### src/rtl/hazard_ctl.sv
// -----------------------------------------------------------------------------
// hazard_ctl
//
// Pipeline interlock controller for a five-stage in-order core. It tracks the
// instructions sitting in stages 3, 4 and 5, detects read-after-write hazards
// against the instruction in stage 2, selects Z5 forwarding into the stage-3
// operand registers, squashes wrong-path fetches after a taken branch, and
// drains the pipeline before stopping on a hlt instruction.
//
// Build option:
//   VESPA_FWD_EN  - when defined, a producer sitting in stage 5 is forwarded
//                   (c5a/c6a/c7). When undefined, forwarding selects are tied
//                   low and a stage-5 producer stalls stage 2 like stage 3/4.
//
// Parameters:
//   RW         register-address width
//   BR_SQUASH  wrong-path cycles squashed after a taken branch (1..3)
//
// Ports:
//   clk        rising-edge clock
//   clr        asynchronous active-low reset; forces every output low
//   a1, a2     stage-2 source registers (X operand, Y operand / store data)
//   use1, use2 stage-2 instruction reads a1 / reads a2 into Y3
//   st2        stage-2 instruction is a store (a2 is store data)
//   wr2, ld2   stage-2 instruction writes a register / is a load
//   dst2       stage-2 destination register
//   cond2      stage-2 branch is taken
//   hlt2       stage-2 hlt decoded
//   mem_wait   memory stage not ready
//   pause3     hold stage-3 registers
//   nop3       load a NOP into IR3
//   stall2     hold IR2 / PC2
//   flush      kill the instruction being fetched
//   c5a, c6a   X3 / Y3 take Z5
//   c7         MD3 takes Z5
//   halted     processor stopped
// -----------------------------------------------------------------------------
module hazard_ctl #(
    parameter int unsigned RW        = 5,
    parameter int unsigned BR_SQUASH = 2
) (
    input  logic          clk,
    input  logic          clr,
    input  logic [RW-1:0] a1,
    input  logic [RW-1:0] a2,
    input  logic          use1,
    input  logic          use2,
    input  logic          st2,
    input  logic          wr2,
    input  logic          ld2,
    input  logic [RW-1:0] dst2,
    input  logic          cond2,
    input  logic          hlt2,
    input  logic          mem_wait,
    output logic          pause3,
    output logic          nop3,
    output logic          stall2,
    output logic          flush,
    output logic          c5a,
    output logic          c6a,
    output logic          c7,
    output logic          halted
);

    // -------------------------------------------------------------------------
    // Types and state
    // -------------------------------------------------------------------------
    typedef struct packed {
        logic          valid;
        logic          wr;
        logic          ld;
        logic [RW-1:0] dst;
    } trk_t;

    typedef enum logic [1:0] {
        RUN   = 2'd0,
        DRAIN = 2'd1,
        HALT  = 2'd2
    } state_t;

    localparam trk_t       TRK_EMPTY   = '0;
    localparam logic [1:0] SQUASH_LOAD = 2'(BR_SQUASH);

    state_t     state_q, state_d;
    trk_t       s3_q, s3_d;
    trk_t       s4_q, s4_d;
    trk_t       s5_q, s5_d;
    logic [1:0] cnt_q, cnt_d;

    // Entry in stage 3/4/5 is a live producer of register `a`.
    function automatic logic produces(input trk_t e, input logic [RW-1:0] a);
        return e.valid & e.wr & (e.dst == a);
    endfunction

    // -------------------------------------------------------------------------
    // Operand dependency decode
    // -------------------------------------------------------------------------
    logic m3_a1, m4_a1, m5_a1;
    logic m3_a2, m4_a2, m5_a2;
    logic need1, need2;
    logic dep_34;
    logic dep;

    always_comb begin
        m3_a1  = produces(s3_q, a1);
        m4_a1  = produces(s4_q, a1);
        m5_a1  = produces(s5_q, a1);
        m3_a2  = produces(s3_q, a2);
        m4_a2  = produces(s4_q, a2);
        m5_a2  = produces(s5_q, a2);
        need1  = use1;
        need2  = use2 | st2;
        dep_34 = (need1 & (m3_a1 | m4_a1)) | (need2 & (m3_a2 | m4_a2));
`ifdef VESPA_FWD_EN
        dep    = dep_34;
`else
        dep    = dep_34 | (need1 & m5_a1) | (need2 & m5_a2);
`endif
    end

    // -------------------------------------------------------------------------
    // Control decode and outputs
    // -------------------------------------------------------------------------
    logic run;
    logic pause;
    logic squash;
    logic hazard;
    logic issue_ok;
    logic br_take;
    logic hlt_take;
    logic fwd_ok;
    logic nop3_c;
    logic stall2_c;
    logic c5a_c, c6a_c, c7_c;

    always_comb begin
        run      = (state_q == RUN);
        pause    = mem_wait;
        squash   = (cnt_q != '0);
        // Wrong-path instructions during a squash are discarded anyway, so
        // they never raise an interlock.
        hazard   = run & ~squash & dep;
        // Branch and hlt act only when the instruction actually leaves stage
        // 2; a hazard therefore defers the branch until it re-issues.
        issue_ok = run & ~pause & ~squash & ~hazard;
        br_take  = issue_ok & cond2;
        hlt_take = issue_ok & hlt2 & ~cond2;

        stall2_c = pause | hazard | ~run;
        // hlt itself produces nothing, so it enters the tracker as a bubble;
        // the drain then only waits for the instructions ahead of it.
        nop3_c   = ~pause & (hazard | squash | hlt_take | ~run);

        fwd_ok   = run & ~squash & ~hazard;
`ifdef VESPA_FWD_EN
        c5a_c    = fwd_ok & use1 & m5_a1;
        c6a_c    = fwd_ok & use2 & m5_a2;
        c7_c     = fwd_ok & st2  & m5_a2;
`else
        c5a_c    = 1'b0;
        c6a_c    = 1'b0;
        c7_c     = 1'b0;
`endif
    end

    // Reset drives every output low immediately, including those that are
    // purely combinational from the inputs.
    always_comb begin
        pause3 = clr & pause;
        nop3   = clr & nop3_c;
        stall2 = clr & stall2_c;
        flush  = clr & squash;
        c5a    = clr & c5a_c;
        c6a    = clr & c6a_c;
        c7     = clr & c7_c;
        halted = clr & (state_q == HALT);
    end

    // -------------------------------------------------------------------------
    // Next-state: tracker shift, squash counter, run/drain/halt FSM
    // -------------------------------------------------------------------------
    always_comb begin
        s3_d    = s3_q;
        s4_d    = s4_q;
        s5_d    = s5_q;
        cnt_d   = cnt_q;
        state_d = state_q;

        if (!pause) begin
            s5_d = s4_q;
            s4_d = s3_q;
            if (nop3_c) begin
                s3_d = TRK_EMPTY;
            end else begin
                s3_d.valid = 1'b1;
                s3_d.wr    = wr2;
                s3_d.ld    = ld2;
                s3_d.dst   = dst2;
            end

            if (br_take) begin
                cnt_d = SQUASH_LOAD;
            end else if (squash) begin
                cnt_d = cnt_q - 2'd1;
            end

            case (state_q)
                RUN: begin
                    if (hlt_take) begin
                        state_d = DRAIN;
                    end
                end
                DRAIN: begin
                    if (!s3_q.valid && !s4_q.valid && !s5_q.valid) begin
                        state_d = HALT;
                    end
                end
                HALT: begin
                    state_d = HALT;
                end
                default: begin
                    state_d = RUN;
                end
            endcase
        end
    end

    always_ff @(posedge clk or negedge clr) begin
        if (!clr) begin
            state_q <= RUN;
            s3_q    <= TRK_EMPTY;
            s4_q    <= TRK_EMPTY;
            s5_q    <= TRK_EMPTY;
            cnt_q   <= '0;
        end else begin
            state_q <= state_d;
            s3_q    <= s3_d;
            s4_q    <= s4_d;
            s5_q    <= s5_d;
            cnt_q   <= cnt_d;
        end
    end

    // The load tag of the retiring stage-5 entry has no consumer here.
    logic unused_s5_ld;
    assign unused_s5_ld = s5_q.ld;

endmodule

### config.mk
export PLATFORM = sky130hd
export DESIGN_NAME = hazard_ctl
export DESIGN_NICKNAME = d
export VERILOG_FILES = /design/src/rtl/hazard_ctl.sv
export SDC_FILE = /design/constraint.sdc
export NUM_CORES = 1
export LEC_CHECK = 0
export BUFFER_PORTS_ARGS = -buffer_cell sky130_fd_sc_hd__clkbuf_2
export CORE_ASPECT_RATIO = 1.25
export CORE_MARGIN = 1.5
export CORE_UTILIZATION = 50
export DETAILED_ROUTE_END_ITERATION = 8
export PLACE_DENSITY = 0.74
export SLEW_MARGIN = 10
export SYNTH_ARGS = -nofsm -noshare
export SYNTH_HDL_FRONTEND = slang
export SYNTH_SLANG_ARGS = --single-unit
export TNS_END_PERCENT = 20
### constraint.sdc
create_clock -name clk -period 2.4 [get_ports clk]
set_input_delay 0.12 -clock clk [delete_from_list [all_inputs] [get_ports clk]]
set_output_delay 0.12 -clock clk [all_outputs]
set_load 0.005 [all_outputs]
Yosys cells after proc, flatten, opt, wreduce, memory -nomap -nowiden
Cells that the tools add are included.
- output and inout bits: 8
- register bits: 25
- add/subtract/negate cells: 1
- bitwise operators: 43
- mux-type cells: 6
- equal/unequal tests: 10
- reductions and logical operators: 10
- operator list (cell ; number):
    == test 5 bit ; 6
    bitwise AND 1 bit ; 27
    bitwise OR 1 bit ; 11
    2-to-1 mux 2 bit ; 4
    2-to-1 mux 8 bit ; 1
    case mux 2 bit (3 select lines) ; 1
    inverter 1 bit ; 5
    nonzero test 2 bit ; 2
    zero test 1 bit ; 3
    AND reduction 3 bit ; 1
    == test 2 x 1 -> 1 bit (second input constant) ; 1
    == test 2 bit (second input constant) ; 1
    logical AND 1 bit ; 2
    zero test 2 bit ; 1
    inequality test 2 x 1 -> 1 bit (second input constant) ; 1
    inequality test 2 bit (second input constant) ; 1
    AND reduction 2 bit ; 1
    subtractor 2 x 1 -> 2 bit (second input constant) ; 1

Logic depth before layout (Yosys ltp)
Gate-level depths: netlist of run 1.
- depth in word-level cells: 16
- gate-level depth with buffers: 6

Worst setup path after synthesis of run 1
OpenSTA, ideal clock, no wires.
- path kind: register to register
- start: register s3_q[7] in the netlist's numbering
- end: register state_q[1]
- buffers on the path: 0
- arrival: 1.572 ns
- period minus slack after synthesis: 1.699 ns
- path slack: 0.701 ns
- cell stages (with the launch flop): 6
- cells stage by stage: dfrtp_1 > or3_1 > a21oi_2 > nand3_2 > o41ai_2 > mux2_1
- word-level cells in the longest chain between the ends: 14
- elaborated cells on any way between the ends: 21
- those cells by class: eq/ne: 2; bitwise: 15; reduce/logical: 4
- ends and longest elaborated chain (item ; line ; text):
    start: declaration ; 85 ; trk_t s3_q, s3_d;
    start signal: assignment ; 231 ; s3_q <= TRK_EMPTY;
    start signal: assignment ; 237 ; s3_q <= s3_d;
    bitwise AND 1 bit (2 in a row) ; 92 ; return e.valid & e.wr & (e.dst == a);
    bitwise OR 1 bit ; 113 ; dep_34 = (need1 & (m3_a1 | m4_a1)) | (need2 & (m3_a2 | m4_a2));
    bitwise AND 1 bit ; 113 ;
    bitwise OR 1 bit ; 113 ;
    bitwise OR 1 bit (2 in a row) ; 117 ; dep = dep_34 | (need1 & m5_a1) | (need2 & m5_a2);
    bitwise AND 1 bit ; 142 ; hazard = run & ~squash & dep;
    inverter 1 bit ; n/a ;
    bitwise AND 1 bit ; 145 ; issue_ok = run & ~pause & ~squash & ~hazard;
    bitwise AND 1 bit (2 in a row) ; 147 ; hlt_take = issue_ok & hlt2 & ~cond2;
    inequality test 2 x 1 -> 1 bit (no line) ; n/a ;
    AND reduction 3 bit (no line) * ; n/a ;
    end signal: assignment ; 236 ; state_q <= state_d;
    end: declaration ; 84 ; state_t state_q, state_d;
Mark *: on every way between the ends. The rest lies on a longest branch, timed or not.
A chain may end at the register's enable or synchronous reset.

Worst setup path after layout of run 1
- start: register s4_q[0] in the netlist's numbering
- end: output stall2
- word-level cells in the longest chain between the ends: 11
- elaborated cells on any way between the ends: 15
- those cells by class: eq/ne: 2; bitwise: 13
- ends and longest elaborated chain (item ; line ; text):
    start: declaration ; 86 ; trk_t s4_q, s4_d;
    start signal: assignment ; 232 ; s4_q <= TRK_EMPTY;
    start signal: assignment ; 238 ; s4_q <= s4_d;
    == test 5 bit ; 92 ;
    bitwise AND 1 bit ; 92 ;
    bitwise OR 1 bit ; 113 ;
    bitwise AND 1 bit ; 113 ;
    bitwise OR 1 bit * ; 113 ;
    bitwise OR 1 bit * (2 in a row) ; 117 ;
    bitwise AND 1 bit * ; 142 ;
    bitwise OR 1 bit * (2 in a row) ; 149 ; stall2_c = pause | hazard | ~run;
    bitwise AND 1 bit * ; 171 ; stall2 = clr & stall2_c;
    end: declaration ; 57 ; output logic stall2,
Marks and branches as above.

==> impl_metrics.json, run 1 <==
{
  "status": "completed",
  "rsz0062_at_grt": "false",
  "diodes": 0,
  "tns_ns": 0,
  "clockRootBuffer": "clkbuf_4",
  "yosysWarningCount": 0,
  "clock_latency_ns": 0.32,
  "wire_per_inst_um": 15.7,
  "cpMaxStageDelayCell": "dfrtp_1",
  "synthDistinctLibCells": 35,
  "path_cells": "xnor2_1, nand4_1, o22ai_2, nor3_4, o21ai_1, clkbuf_2",
  "synthToLayoutAreaGrowth_pct": 13.9,
  "setup_violations": 0,
  "grt_pass1_vias": 1262,
  "maxCapViolCount": 0,
  "busiest_layer": "met2",
  "final_cell_mix": "xnor2_1 (30), clkbuf_2 (28), dfrtp_1 (25), mux2_2 (14), nand4_1 (9)",
  "synth.area.mux_share_pct": 10.7,
  "cts_buffers": 3,
  "skew_ns": 0.0162,
  "track_usage_pct": 21.6,
  "layout_setup_ws_ns": 0.332,
  "dp_hpwl_um": 2660,
  "synth_compound_area_share_pct": 14.2,
  "cts_resized": 0,
  "synthCells": 141,
  "routabilityCongestion": 0.842,
  "fin_nets": 203,
  "met2_usage_pct": 39.5,
  "leakage_uw": 0.000775,
  "slew_viol_final": 0,
  "synthAdderAreaFrac_pct": 3.17,
  "synthesis.area_um2": 1580,
  "ir_drop_mv": 0.548,
  "core_area_um2": 2970,
  "num_vias": 1196,
  "period_share_pct": 86.2,
  "period_needed_ns": 2.07,
  "drive_gt1_share_pct": 32.9,
  "htree_levels": 1,
  "fp.dieW_um": 53.2,
  "grt_util_met1_pct": 24.4,
  "drt_iter0_drc": 21,
  "postSynthAreaPerCell_um2": 11.2,
  "rows": 22,
  "utilization_pct": 60.4,
  "synth_top_family_by_area": "XOR/XNOR gates",
  "p_per_area_nw_per_um2": 789,
  "dp_cells": 204,
  "finalPower_uw": 1420,
  "ant_nets": 0,
  "required_ns": 2.28,
  "start_kind": "register",
  "synthSimpleGateAreaFrac_pct": 12.1,
  "cts_tree": "done",
  "yosys.area.top_type_share_pct": 39.7,
  "synth-seq-cells": 25,
  "use_met3_pct": 3.39,
  "initial_core_util_pct": 53.1,
  "post-place-ws_ns": 0.548,
  "ys_top_cells_by_area": "dfrtp_1 (40%), xnor2_1 (17%), mux2_2 (10%)",
  "cts.sinks": 25,
  "cpPeakStageDelay_ns": 0.45,
  "hold_viol_final": 0,
  "die_height_um": 65.8,
  "grt_pass1_wl_um": 5520,
  "drtPass1Iterations": 4,
  "grt-ovfl-total": 0,
  "clkTransAtPathRegs_ns": 0.15,
  "cp.arrival_ns": 1.95,
  "yosys.area.top_type": "dfrtp_1",
  "routed_wl_um": 3290,
  "vias_per_cell": 5.72,
  "drc": 0,
  "die_area_um2": 3500,
  "grt_max_degree": 23,
  "synth_xor_area_share_pct": 16.7,
  "cts_buffer_depth": 2,
  "path_max_fanout": 10,
  "portBuffers": 28,
  "end_kind": "output pin",
  "mostFrequentLayoutCell": "xnor2_1",
  "seq_area_frac_synth_pct": 39.7,
  "stdcell_count": 209,
  "antenna_found_initial": 0,
  "io_pins": 33,
  "holdCritPathClass": "primary input to register",
  "criticalPathCategory": "register to output pin",
  "fmax_ghz": 0.484
}
-- per-layer routing --
| layer | wire length, um | share of wire, % |
|---|---|---|
| met5 | 0 | 0 |
| met4 | 49 | 1.5 |
| met3 | 140 | 4.3 |
| met2 | 1770 | 54 |
| met1 | 1330 | 40 |
-- timing repair --
action,in CTS,in global routing
buffers inserted,0,0
setup endpoints to repair,0,0
hold endpoints to repair,13,0
hold buffers,1,0
-- synthesized netlist by cell type, drive strengths merged --
cell / instances
a21oi: 3
a22o: 1
a32o: 6
and2: 2
and2b: 1
buf: 3
clkbuf: 3
conb: 1
dfrtp: 25
ha: 4
inv: 5
mux2: 15
nand2: 4
nand2b: 2
nand3: 1
nand4: 9
nor2: 2
nor2b: 1
nor3: 3
nor4: 1
nor4b: 1
o2111ai: 3
o21a: 1
o21ai: 5
o21bai: 1
o22ai: 3
o41ai: 2
or3: 3
xnor2: 30
-- metrics by stage --
step | hold slack [ns] | instance area, um^2
after floorplan | -0.176 | 1590
after global placement | 0.0807 | 1760
after detailed placement | 0.0912 | 1760
after CTS | 0.0374 | 1800
after global routing | 0.0227 | 1800
final | 0.0303 | 1800
-- flip-flops by register name, indices dropped and copies added, names as in the netlist --
signal	flops
cnt_q	2
s3_q	7
s4_q	7
s5_q	7
state_q	2
-- cell families (layout without fill, tap and decap cells) --
group / count (synthesis) / in the layout
compound gates: 25 / 25
xor+xnor: 30 / 30
fa+ha+maj: 4 / 4
buf+inv: 11 / 41
flops: 25 / 25
mux: 15 / 15
other cells: 1 / 3
simple gates: 30 / 30
-- worst max-delay path: cells and delay by family (launching register included) --
kind | cells | cell delay [ns]
buffers and inverters | 1 | 0.13
xor gates and xnor gates | 1 | 0.25
AOI/OAI and AO/OA | 2 | 0.51
DFF | 1 | 0.45
and+or+nand+nor | 2 | 0.30
-- layout make-up --
type	instances	area (um^2)
inverters	5	18.8
fillers	260	1180
well taps	36	45.0
multi-input cells	107	907
clock inverters	1	5.00
clock buffers	3	22.5
flip-flops and latches	25	626
repair buffers	32	173
-- worst paths after layout --
check | from | endpoint | slack [ns] | depth (start not counted)
min in group asynchronous | clr | s5_q[3]$_DFFE_PN0N_ | 0.26 | 2
hold / removal | dst2[1] | s3_q[1]$_DFFE_PN0N_ | 0.03 | 2
hold reg to reg | state_q[1]$_DFFE_PN0P_ | state_q[1]$_DFFE_PN0P_ | 0.54 | 1
setup reg to reg | s3_q[7]$_DFFE_PN0N_ | state_q[1]$_DFFE_PN0P_ | 0.55 | 5
max in group asynchronous | clr | s4_q[7]$_DFFE_PN0N_ | 1.59 | 3
setup / recovery | s4_q[0]$_DFFE_PN0N_ | stall2 | 0.33 | 6
-- power breakdown --
group | leakage, uW | total, uW | switching (uW) | internal, uW
clock network | 0.0000177 | 193 | 130 | 62.3
registers | 0.000337 | 660 | 122 | 538
logic | 0.000421 | 565 | 265 | 300
(Power assumes the default switching activity.)
==> run 2: changes to the inputs <==
--- a/config.mk
+++ b/config.mk
@@ -5,12 +5,13 @@
 export SDC_FILE = /design/constraint.sdc
 export NUM_CORES = 1
 export LEC_CHECK = 0
+export ABC_AREA = 1
 export BUFFER_PORTS_ARGS = -buffer_cell sky130_fd_sc_hd__clkbuf_2
 export CORE_ASPECT_RATIO = 1.25
 export CORE_MARGIN = 1.5
 export CORE_UTILIZATION = 50
 export DETAILED_ROUTE_END_ITERATION = 8
-export PLACE_DENSITY = 0.74
+export PLACE_DENSITY = 0.73
 export SLEW_MARGIN = 10
 export SYNTH_ARGS = -nofsm -noshare
 export SYNTH_HDL_FRONTEND = slang
==> impl_metrics.json, run 2 <==
{
  "relSlewSlack_pct": 61.8,
  "path_cells": "inv_1, nand2_1, nand2_1, nor2_1, nand3_1, nand3_1, nand2_2, nand4_2, nand2_2, nor2_1, clkbuf_2",
  "ant_nets": 0,
  "cts_buffers": 3,
  "vias_per_cell": 4.80,
  "crit_end": "nop3",
  "drive_gt1_share_pct": 16.9,
  "required_ns": 2.28,
  "startpoint": "s3_q[4]$_DFFE_PN0N_",
  "criticalPathCategory": "register to output pin",
  "rsz0062_at_grt": "false",
  "setup_violations": 0,
  "reg2regPathDepth": 11,
  "maxCapViolCount": 0,
  "drt_iter0_drc": 32,
  "grt_pass1_wl_um": 5770,
  "reg_top3": "s3_q x7, s4_q x7, s5_q x7",
  "end_kind": "output pin",
  "ir_drop_mv": 0.477,
  "synthesis.area_um2": 1700,
  "yosys.area.top_type": "dfrtp_1",
  "routed_wl_um": 3610,
  "synthDistinctLibCells": 21,
  "leakage_uw": 0.00114,
  "fmax_ghz": 0.529,
  "cpPeakStageDelay_ns": 0.37,
  "postSynthAreaPerCell_um2": 6.27,
  "mostFrequentLayoutCell": "nand2_1",
  "slew_viol_final": 0,
  "clock_latency_ns": 0.27,
  "synth-seq-cells": 25,
  "ys_top_cells_by_area": "dfrtp_1 (37%), nand2_1 (24%), inv_1 (7.7%)",
  "cpMaxStageDelayCell": "dfrtp_1",
  "drtPass1Iterations": 4,
  "tightest_slew_ns": 0.572,
  "skew_ns": 0.00214,
  "drc": 0,
  "grt-ovfl-total": 0,
  "hold_viol_final": 0,
  "start_kind": "register",
  "htree_levels": 1,
  "utilization_pct": 59.8,
  "die_area_um2": 3760,
  "clockRootBuffer": "clkbuf_8",
  "cts_tree": "done",
  "rows": 23,
  "cts_resized": 0,
  "synthToLayoutAreaGrowth_pct": 13.6,
  "final_cell_mix": "nand2_1 (110), inv_1 (35), nor2_1 (31), clkbuf_2 (28), dfrtp_1 (25)",
  "period_needed_ns": 1.89,
  "fin_nets": 332,
  "placed_cell_area_um2": 1870,
  "synth_edf_count": 0,
  "clkTransAtPathRegs_ns": 0.09,
  "stdcell_count": 339,
  "p_per_area_nw_per_um2": 758,
  "timing.rr.end": "s3_q[0]$_DFFE_PN0N_",
  "grt_max_degree": 33,
  "synthFlopType": "dfrtp_1",
  "portBuffers": 28,
  "tns_ns": 0,
  "grt_pass1_vias": 1405,
  "diodes": 0,
  "yosysWarningCount": 0,
  "cp.arrival_ns": 1.77,
  "fin_area_um2": 1930,
  "cts_buffer_depth": 2,
  "synth_top_cells_by_count": "nand2_1 (110), inv_1 (35), nor2_1 (31)",
  "holdCritPathClass": "primary input to register",
  "path_max_fanout": 5,
  "r2r_slack_ns": 0.84,
  "routabilityCongestion": 0.899,
  "dp_hpwl_um": 2870,
  "track_usage_pct": 21.4,
  "dp_cells": 334,
  "period_share_pct": 78.7,
  "die_height_um": 68.2,
  "seq_area_frac_synth_pct": 36.8,
  "initial_core_util_pct": 52.7,
  "yosys.area.top_type_share_pct": 36.8,
  "cts.sinks": 25,
  "hold-worst-slack_ns": 0.0731,
  "r2r-start": "s3_q[4]$_DFFE_PN0N_",
  "synthCells": 271,
  "antenna_found_initial": 0,
  "wire_per_inst_um": 10.7,
  "core_area_um2": 3220,
  "synth.most_common_cell": "nand2_1",
  "io_pins": 33,
  "async_reset_ff_share_pct": 100,
  "status": "completed",
  "fp.dieW_um": 55.1,
  "num_vias": 1628
}
run 2: changes by cell type after synthesis, sizes merged, moves of 12 or more:
cell / delta
inv: +38
o21ai: +12
nand2: +111
mux2: -15
xnor2: -30
nand3: +13
nor2: +29
run 2: worst min-delay path by stage:
| stage | from | end | depth (start not counted) |
|---|---|---|---|
| 6_report | wr2 | s3_q[6]$_DFFE_PN0N_ | 3 |
| 5_1_grt | dst2[3] | s3_q[3]$_DFFE_PN0N_ | 3 |
| 4_1_cts | dst2[2] | s3_q[2]$_DFFE_PN0N_ | 3 |
| 3_5_place_dp | clr | s4_q[7]$_DFFE_PN0N_ | 1 |
| 3_3_place_gp | clr | s3_q[1]$_DFFE_PN0N_ | 1 |
| 2_1_floorplan | clr | cnt_q[0]$_DFFE_PN0P_ | 0 |
run 2: final cells by class:
type                            instances  area, um^2
Fill cell                             338        1290
Multi-Input combinational cell        198         877
Sequential cell                        25         626
Timing Repair Buffer                   32         173
Inverter                               43         161
Tap cell                               37        46.3
Clock buffer                            4        45.0
run 2: per-layer routing:
layer  vias up  global-route usage, %  wire [um]
met3         5                   2.62        126
met4         0                   7.32         45
met2        33                   36.8       1770
li1        880                      -          -
met5         -                      0          0
met1       710                   27.2       1670
run 2: metrics by stage:
step | setup slack [ns] | power (uW)
finish | 0.511 | 1460
detailed placement | 0.823 | 1220
global placement | 0.830 | 1210
global route | 0.350 | 1600
CTS | 0.508 | 1480
floorplan | 1.13 | 1050
run 2: critical path: cells and delay by family (launching register included):
| family | cells | cell delay (ns) |
|---|---|---|
| buffers and inverters | 2 | 0.20 |
| DFF | 1 | 0.37 |
| and+or+nand+nor | 9 | 0.94 |
run 2: cells by family after synthesis:
logic type	Yosys count	share of synthesized area (%)
fa+ha+maj	4	2.95
simple gates	163	39.2
compound gates	28	8.84
flops	25	36.8
buf+inv	50	11.9
other cells	1	0.221
run 2: repair_timing:
item / 4_1_cts / 5_1_grt
setup buffers: 0 / 0
endpoints found under the hold margin: 10 / 0
hold buffers: 1 / 0
run 2: report_power, final:
part | leakage, uW | switching [uW] | internal [uW]
combinational | 0.000785 | 359 | 224
sequential | 0.000328 | 89.7 | 536
clock | 0.0000228 | 135 | 119
total | 0.00114 | 583 | 878
